`src/rtl/des_pkg.sv`:
```
// des_pkg: shared definitions for the deserializer frame-alignment controller.
//   des_align_state_t : alignment FSM states
//   DES_NPHASE        : number of candidate phi_init phases
//   DES_W             : default sample width
package des_pkg;

  localparam int DES_NPHASE = 4;
  localparam int DES_W      = 9;

  typedef enum logic [2:0] {
    ST_IDLE   = 3'd0,
    ST_RST    = 3'd1,
    ST_SETTLE = 3'd2,
    ST_CHECK  = 3'd3,
    ST_LOCKED = 3'd4,
    ST_FAIL   = 3'd5
  } des_align_state_t;

endpackage

```
`src/rtl/des_align_ctrl.sv`:
```
// des_align_ctrl: frame-alignment controller for the 72:288 deserializer.
// Steps the deserializer through each phi_init phase, resetting it and
// comparing lane-0 frames against the training pattern, and locks on the
// first phase that yields CHECK_FRAMES consecutive matches.
//
// Ports:
//   clk        fast deserializer clock (only clock)
//   rst_n      asynchronous active-low reset
//   start      one-cycle pulse, begin/restart alignment
//   train_en   ADC is sending the training pattern
//   train_pat  expected frame {s3,s2,s1,s0}
//   frame      lane-0 deserializer frame {out_24,out_16,out_8,out_0}
//   frame_vld  one-cycle pulse, frame is new
//   des_rst    active-high reset to the deserializer
//   phi_init   phase preset to the deserializer (current candidate)
//   locked     alignment found
//   fail       all phases failed (sticky until next start)
//   busy       alignment in progress
//
// Build option: define DES_ALIGN_MONITOR_EN to keep watching frames while
// locked and realign after ERR_LIMIT consecutive mismatches.
//
// state  | meaning
// IDLE   | waiting for start, deserializer held in reset
// RST    | 2-cycle deserializer reset at the current candidate phase
// SETTLE | deserializer running, frames ignored for SETTLE_CYC cycles
// CHECK  | counting consecutive matching training frames
// LOCKED | alignment found, candidate phase held
// FAIL   | no phase matched, deserializer left running at phase 3
module des_align_ctrl
  import des_pkg::*;
#(
  parameter int W            = DES_W,
  parameter int SETTLE_CYC   = 16,
  parameter int CHECK_FRAMES = 8,
  parameter int ERR_LIMIT    = 4
) (
  input  logic           clk,
  input  logic           rst_n,
  input  logic           start,
  input  logic           train_en,
  input  logic [4*W-1:0] train_pat,
  input  logic [4*W-1:0] frame,
  input  logic           frame_vld,
  output logic           des_rst,
  output logic [1:0]     phi_init,
  output logic           locked,
  output logic           fail,
  output logic           busy
);

  localparam int TW = $clog2(SETTLE_CYC + 1);
  localparam int MW = $clog2(CHECK_FRAMES + 1);
  localparam logic [1:0] LAST_CAND = 2'(DES_NPHASE - 1);

  if (SETTLE_CYC < 1 || CHECK_FRAMES < 1 || ERR_LIMIT < 1) begin : g_param_chk
    $error("des_align_ctrl: SETTLE_CYC, CHECK_FRAMES and ERR_LIMIT must be >= 1");
  end

  des_align_state_t state, state_nx;
  logic [1:0]    cand, cand_nx;
  logic [TW-1:0] tmr, tmr_nx;
  logic [MW-1:0] mcnt, mcnt_nx;
`ifdef DES_ALIGN_MONITOR_EN
  localparam int EW = $clog2(ERR_LIMIT + 1);
  logic [EW-1:0] ecnt, ecnt_nx;
`endif

  logic frame_ok, frame_evt;

  assign frame_ok  = (frame == train_pat);
  assign frame_evt = frame_vld & train_en;
  assign phi_init  = cand;

  always_comb begin
    state_nx = state;
    cand_nx  = cand;
    tmr_nx   = tmr;
    mcnt_nx  = mcnt;
`ifdef DES_ALIGN_MONITOR_EN
    ecnt_nx  = ecnt;
`endif
    case (state)
      ST_IDLE: begin
        if (start) begin
          state_nx = ST_RST;
          cand_nx  = 2'd0;
          tmr_nx   = '0;
        end
      end
      // tmr doubles as the 2-cycle reset-pulse counter
      ST_RST: begin
        if (tmr == TW'(1)) begin
          state_nx = ST_SETTLE;
          tmr_nx   = '0;
        end else begin
          tmr_nx = tmr + TW'(1);
        end
      end
      ST_SETTLE: begin
        if (tmr == TW'(SETTLE_CYC - 1)) begin
          state_nx = ST_CHECK;
          mcnt_nx  = '0;
        end else begin
          tmr_nx = tmr + TW'(1);
        end
      end
      ST_CHECK: begin
        if (frame_evt) begin
          if (frame_ok) begin
            mcnt_nx = mcnt + MW'(1);
            if (mcnt == MW'(CHECK_FRAMES - 1)) begin
              state_nx = ST_LOCKED;
`ifdef DES_ALIGN_MONITOR_EN
              ecnt_nx  = '0;
`endif
            end
          end else if (cand == LAST_CAND) begin
            state_nx = ST_FAIL;
          end else begin
            state_nx = ST_RST;
            cand_nx  = cand + 2'd1;
            tmr_nx   = '0;
          end
        end
      end
      ST_LOCKED: begin
        if (start) begin
          state_nx = ST_RST;
          cand_nx  = 2'd0;
          tmr_nx   = '0;
        end
`ifdef DES_ALIGN_MONITOR_EN
        else if (frame_evt) begin
          if (frame_ok) begin
            ecnt_nx = '0;
          end else if (ecnt == EW'(ERR_LIMIT - 1)) begin
            state_nx = ST_RST;
            cand_nx  = 2'd0;
            tmr_nx   = '0;
            ecnt_nx  = '0;
          end else begin
            ecnt_nx = ecnt + EW'(1);
          end
        end
`endif
      end
      ST_FAIL: begin
        if (start) begin
          state_nx = ST_RST;
          cand_nx  = 2'd0;
          tmr_nx   = '0;
        end
      end
      default: state_nx = ST_IDLE;
    endcase
  end

  // Flags are registered from the next state so they line up with the
  // state register rather than lagging it by a cycle.
  always_ff @(posedge clk or negedge rst_n) begin
    if (!rst_n) begin
      state   <= ST_IDLE;
      cand    <= 2'd0;
      tmr     <= '0;
      mcnt    <= '0;
`ifdef DES_ALIGN_MONITOR_EN
      ecnt    <= '0;
`endif
      des_rst <= 1'b1;
      locked  <= 1'b0;
      fail    <= 1'b0;
      busy    <= 1'b0;
    end else begin
      state   <= state_nx;
      cand    <= cand_nx;
      tmr     <= tmr_nx;
      mcnt    <= mcnt_nx;
`ifdef DES_ALIGN_MONITOR_EN
      ecnt    <= ecnt_nx;
`endif
      des_rst <= (state_nx == ST_IDLE) || (state_nx == ST_RST);
      locked  <= (state_nx == ST_LOCKED);
      fail    <= (state_nx == ST_FAIL);
      busy    <= (state_nx == ST_RST) || (state_nx == ST_SETTLE) ||
                 (state_nx == ST_CHECK);
    end
  end

endmodule

```
`config.mk`:
```
export PLATFORM = sky130hd
export DESIGN_NAME = des_align_ctrl
export DESIGN_NICKNAME = d
export VERILOG_FILES = /design/src/rtl/des_pkg.sv /design/src/rtl/des_align_ctrl.sv
export SDC_FILE = /design/constraint.sdc
export NUM_CORES = 1
export LEC_CHECK = 0
export ABC_AREA = 1
export CORE_MARGIN = 10
export CORE_UTILIZATION = 43
export DETAILED_ROUTE_END_ITERATION = 10
export PLACE_DENSITY = 0.84
export SLEW_MARGIN = 10
export SYNTH_ARGS = -nofsm -noshare
export SYNTH_HDL_FRONTEND = slang
export SYNTH_SLANG_ARGS = --single-unit
export TNS_END_PERCENT = 5
```
`constraint.sdc`:
```
create_clock -name clk -period 2.46 [get_ports clk]
set_clock_uncertainty 0.2 [all_clocks]
set_input_delay 0.492 -clock clk [delete_from_list [all_inputs] [get_ports clk]]
set_output_delay 0.492 -clock clk [all_outputs]
set_load 0.1 [all_outputs]
```
## Word level (Yosys, flattened, before mapping)

Cells that the tools add are included.

| storage, ports and cells | value |
|---|---|
| bits in registers | 18 |
| bits of input ports | 77 |
| output and inout bits | 6 |
| word-level logic and storage cells | 70 |

| operators by class | value |
|---|---|
| add/sub/neg operators | 3 |
| eq/ne operators | 22 |
| multiplexer cells | 24 |
| bitwise operators | 1 |
| reductions and logical operators | 12 |

Operator list:

| cell | count |
|---|---|
| 36-bit equality test | 1 |
| 5-bit two-way mux | 6 |
| 3-bit two-way mux | 7 |
| 5-bit case mux with 4 select lines | 1 |
| 3-bit by 2-bit equality test with 1-bit output (second input constant) | 4 |
| 3-bit equality test (second input constant) | 4 |
| 4-bit two-way mux | 3 |
| 2-bit inequality test (second input constant) | 6 |
| 3-bit case mux with 4 select lines | 1 |
| 2-bit two-way mux | 4 |
| 4-bit case mux with 2 select lines | 1 |
| 3-bit by 1-bit equality test with 1-bit output (second input constant) | 2 |
| 3-bit zero test | 2 |
| 6-bit AND reduction | 1 |
| 5-bit by 1-bit adder with 5-bit output (second input constant) | 1 |
| 5-bit by 1-bit equality test with 1-bit output (second input constant) | 1 |
| 5-bit by 4-bit equality test with 1-bit output (second input constant) | 1 |
| 5-bit AND reduction | 1 |
| 4-bit by 1-bit adder with 4-bit output (second input constant) | 1 |
| 4-bit by 3-bit equality test with 1-bit output (second input constant) | 1 |
| 2-bit case mux with 2 select lines | 1 |
| 4-bit AND reduction | 1 |
| 2-bit nonzero test | 2 |
| 4-bit nonzero test | 1 |
| other kinds (6) | 8 |

## Longest topological paths before layout

Gate-level depths: netlist of run 1.

| depth | value |
|---|---|
| depth after elaboration | 8 |
| depth in mapped cells | 13 |
| mapped depth without buffers | 13 |

## Least setup slack after synthesis of run 1

Ideal clock, no wire load.

| timing path | value |
|---|---|
| kind | register -> register |
| from | register cand[0] (netlist: phi_init[0]) |
| to | register tmr[2] |
| arrival time | 1.855 ns |
| data required time | 2.139 ns |
| setup slack | 0.284 ns |
| stages on the path, launching flop included | 8 |
| path buffers | 1 |
| period minus slack after synthesis | 2.176 ns |
| path through | dfrtp_1 -> ha_1 -> o21ai_0 -> o211a_1 -> nand3_2 -> buf_6 -> nand2_2 -> o21ai_2 |

| on the way | value |
|---|---|
| cells in the longest elaborated chain, start to end | 3 |

RTL lines:

| item | RTL line | source |
|---|---|---|
| start, declared | des_align_ctrl.sv:61 | `logic [1:0] cand, cand_nx;` |
| start signal, assigned | des_align_ctrl.sv:176 | `cand <= cand_nx;` |
| 2-bit equality test | des_align_ctrl.sv:118 | `end else if (cand == LAST_CAND) begin` |
| 2-bit inequality test (no line) | - |  |
| 6-bit AND reduction (no line) | - |  |
| end signal, assigned | des_align_ctrl.sv:177 | `tmr <= tmr_nx;` |
| end, declared | des_align_ctrl.sv:62 | `logic [TW-1:0] tmr, tmr_nx;` |

No other way between the ends.
A chain may end at the register's enable or synchronous reset.

## Worst setup path after layout of run 1

| timing path | value |
|---|---|
| from | register tmr[0] |
| to | register tmr[4] |

| on the way | value |
|---|---|
| cells in the longest elaborated chain, start to end | 3 |
| elaborated cells on any way between the ends | 8 |

RTL lines:

| item | RTL line | source |
|---|---|---|
| 5-bit by 1-bit adder with 5-bit output, or another cell as far along | des_align_ctrl.sv:97, des_align_ctrl.sv:105 |  |
| 5-bit two-way mux, or another cell as far along | des_align_ctrl.sv:101 | `if (tmr == TW'(SETTLE_CYC - 1)) begin` |
| 5-bit case mux with 4 select lines / 6-bit AND reduction (equally long branches) | - |  |

Parallel ways exist; a longest one is shown, timed or not. The select of a mux whose other input is x is not followed.

==> flow_metrics.py, run 1 <==
metrics = {
    "clock_tree": {
        "htreeDepth": 1,
        "cts_tree": "done",
        "cts_hold_buf": 0,
        "cts_buffer_depth": 2,
        "clk_pin_slew_ns": 0.07,
        "cts-root-buf": "clkbuf_8",
        "clock_latency_ns": 0.26,
        "cts_resized": 0,
        "numCtsBuffers": 3,
        "cts_sinks": 18,
        "post-cts-setup-buffers": 0,
    },
    "worst_setup_path": {
        "critPathKind": "flop to flop",
        "slowest_delay_ns": 0.44,
        "slowest_stage": "dfrtp_1",
        "reg2reg_slack_ns": 0.25,
        "end_kind": "flop",
        "crit_chain": "ha_1 > and3_1 > ha_1 > nand2_1 > o211a_1 > nand3_2 > nand2_1 > o21ai_2",
        "required_ns": 2.41,
        "timing.rr.end": "tmr[4]",
        "setup.worst_path.start_class": "flop",
        "r2r_start": "tmr[0]",
        "path_buf_inv": 0,
        "arrival_ns": 2.16,
        "cp_max_fo": 11,
        "r2r_cells": 8,
        "cp_top_family": "simple AND/OR/NAND/NOR gates",
    },
    "finish": {
        "multi_input_area_mm2": 0.00121,
        "ff_latch_area_um2": 452,
        "fin_nets": 488,
        "antenna_cells": 0,
        "drive_above_1_share": 0.109,
        "syn_to_final_growth_pct": 48.3,
        "n_fill_cell": 401,
    },
    "die": {
        "core_mm2": 0.00435,
        "die_x_um": 86.9,
        "die-height_um": 86.9,
        "die_area_mm2": 0.00755,
        "pin_count": 83,
        "start_util": 0.442,
        "rows": 24,
    },
    "timing": {
        "slew_headroom": 0.774,
        "setup_viol": 0,
        "hold_violations": 0,
        "rsz0062_at_grt": "false",
        "post-route-period-util": 0.897,
        "max_freq_mhz": 453,
        "setup_tns_ns": 0,
        "min_period_ns": 2.21,
        "final_max_slew_viol_count": 0,
        "worst_pin_slew_ns": 0.336,
        "hold_ws_ns": 0.287,
    },
    "yosys": {
        "synth-compound-area-share": 0.0839,
        "synth_top_family_by_area": "simple AND/OR/NAND/NOR gates",
        "synth_edf_count": 0,
        "syn_area_mm2": 0.00192,
        "synthAdderAreaFrac": 0.0325,
        "synth_cell_types": 33,
        "yosysMostFrequentCell": "nand2_1",
        "synthMuxAreaShare": 0,
        "synth_flop_cell": "dfrtp_1",
        "netlist_instances": 318,
        "syn_avg_cell_area_um2": 6.05,
        "synth_seq_cells": 18,
        "synth_top_area_cell": "nand2_1",
        "yosysSeqAreaShare": 0.235,
        "yosysWarnings": 0,
        "syn_nets": 400,
        "synth-simple-area-share": 0.422,
        "synthXorXnorAreaFrac": 0.0911,
        "synth_top_area_share": 0.234,
        "async_reset_ff_frac": 1.00,
        "synthTopCellsByArea": "nand2_1, dfrtp_1, inv_1, xnor2_1, nor2_1",
        "synth_top_cells_by_count": "nand2_1, inv_1, nor2_1, dfrtp_1, xnor2_1",
    },
    "routing": {
        "routed-via-count": 2137,
        "antenna_left": 0,
        "routedWlPerCell_um": 12.4,
        "finalWirelength_mm": 5.67,
        "vias_per_cell": 4.68,
        "drc": 0,
        "drt-pass1-iter-count": 4,
        "drt-initial-drc-count": 59,
    },
    "global_routing": {
        "grt_pass1_vias": 2145,
        "antenna_found_initial": 0,
        "grt_pass1_wl_mm": 9.26,
        "grt_util_all_layers": 0.150,
        "grt_overflow": 0,
        "grt_max_degree": 19,
    },
    "pwr": {
        "vdd_drop_max_uv": 340,
        "powerDensity_mw_per_mm2": 643,
        "leakagePower_nw": 1.47,
        "power.total_mw": 1.84,
    },
    "min_path": {
        "min_to": "tmr[4]",
        "hp-start": "tmr[4]",
        "whs_path_depth": 2,
        "hp-class": "flop to flop",
    },
    "flow_run": {
        "drv_cap": 0,
    },
    "placed_design": {
        "place.port_buffers": 82,
        "place.gp.congestion": 0.840,
        "dpl.hpwl_mm": 5.08,
    },
    "status": {
        "status": "finished, final reports clean",
    },
}
## placed cells by master, fill, tap and decap left out
cell,Yosys,layout
o21ai_4,1,1
o21ai_1,4,4
nor3_2,1,1
clkbuf_8,0,4
nand3_4,1,1
and2_1,1,1
nor2_4,1,1
o21ai_0,4,4
inv_2,6,6
nand2_2,7,7
nor3b_1,1,1
nand3_1,6,6
clkinv_2,1,1
nand2_4,1,1
inv_1,59,59
and3_1,1,1
a211oi_1,1,1
clkdlybuf4s50_1,0,76
xor2_1,3,3
o21bai_1,1,1
buf_4,0,8
o21ai_2,5,5
nand2_1,120,120
o211a_1,1,1
ha_1,5,5
xnor2_1,17,17
nor2_1,28,28
a21oi_1,5,5
nor3_1,1,1
dfrtp_1,17,17
dfstp_2,1,1
nand4_1,10,10
o21bai_2,1,1
nor2_2,4,4
nand3_2,2,2
## how the worst max path moves through the flow
stage	start	end	depth (start not counted)
final	tmr[0]	tmr[4]	8
after detailed placement	train_pat[10]	tmr[4]	10
after floorplan	phi_init[0]	tmr[2]	7
after global placement	train_pat[10]	tmr[4]	10
after global routing	tmr[0]	tmr[4]	8
after CTS	tmr[0]	tmr[4]	8
## metrics by stage
stage,setup WS (ns),area (µm²),instances,util
after global placement,0.0367,2800,453,0.643
after global routing,0.103,2850,457,0.655
after CTS,0.248,2850,457,0.655
final,0.254,2850,457,0.655
after detailed placement,0.0387,2800,453,0.643
after floorplan,0.284,1920,318,-
## cells by family (layout without fill, tap and decap cells)
group / Yosys count / count (layout)
xor gates and xnor gates: 20 / 20
adders and majority gates: 5 / 5
AOI/OAI and AO/OA: 23 / 23
and+or+nand+nor: 185 / 185
buffers and inverters: 67 / 154
DFF: 18 / 18
## final cells by class
class	instances	share of cell area
Inverter	66	0.0873
Clock buffer	4	0.0193
Timing Repair Buffer	84	0.288
Tap cell	52	0.0228
Sequential cell	18	0.158
Multi-Input combinational cell	233	0.425
## state kept, by name (all words and copies together), names as in the netlist
signal    flops
des_rst       1
state         3
mcnt          4
locked        1
phi_init      2
fail          1
busy          1
tmr           5
## metal layers
layer	track usage	wire, µm
met5	0	0
met4	0.0530	115
met3	0.0328	320
met2	0.272	2860
met1	0.165	2370
## tightest hold or removal path: cells and delay by family, from the launching register on
kind / cells / cell delay (ns)
flops: 1 / 0.35
simple gates: 1 / 0.06
compound gates: 1 / 0.05
## where the power goes
group	switching, mW	internal, mW
clock network	0.107	0.143
logic	0.746	0.392
registers	0.0717	0.375
No activity file was read; power rests on OpenSTA's default activity.
==> run 2, diff against run 1 <==
--- a/config.mk
+++ b/config.mk
@@ -10,7 +10,6 @@
 export CORE_UTILIZATION = 43
 export DETAILED_ROUTE_END_ITERATION = 10
 export PLACE_DENSITY = 0.84
-export SLEW_MARGIN = 10
 export SYNTH_ARGS = -nofsm -noshare
 export SYNTH_HDL_FRONTEND = slang
 export SYNTH_SLANG_ARGS = --single-unit
==> results of run 2 <==
Final layout, timing and power as in run 1 (identical DEF).
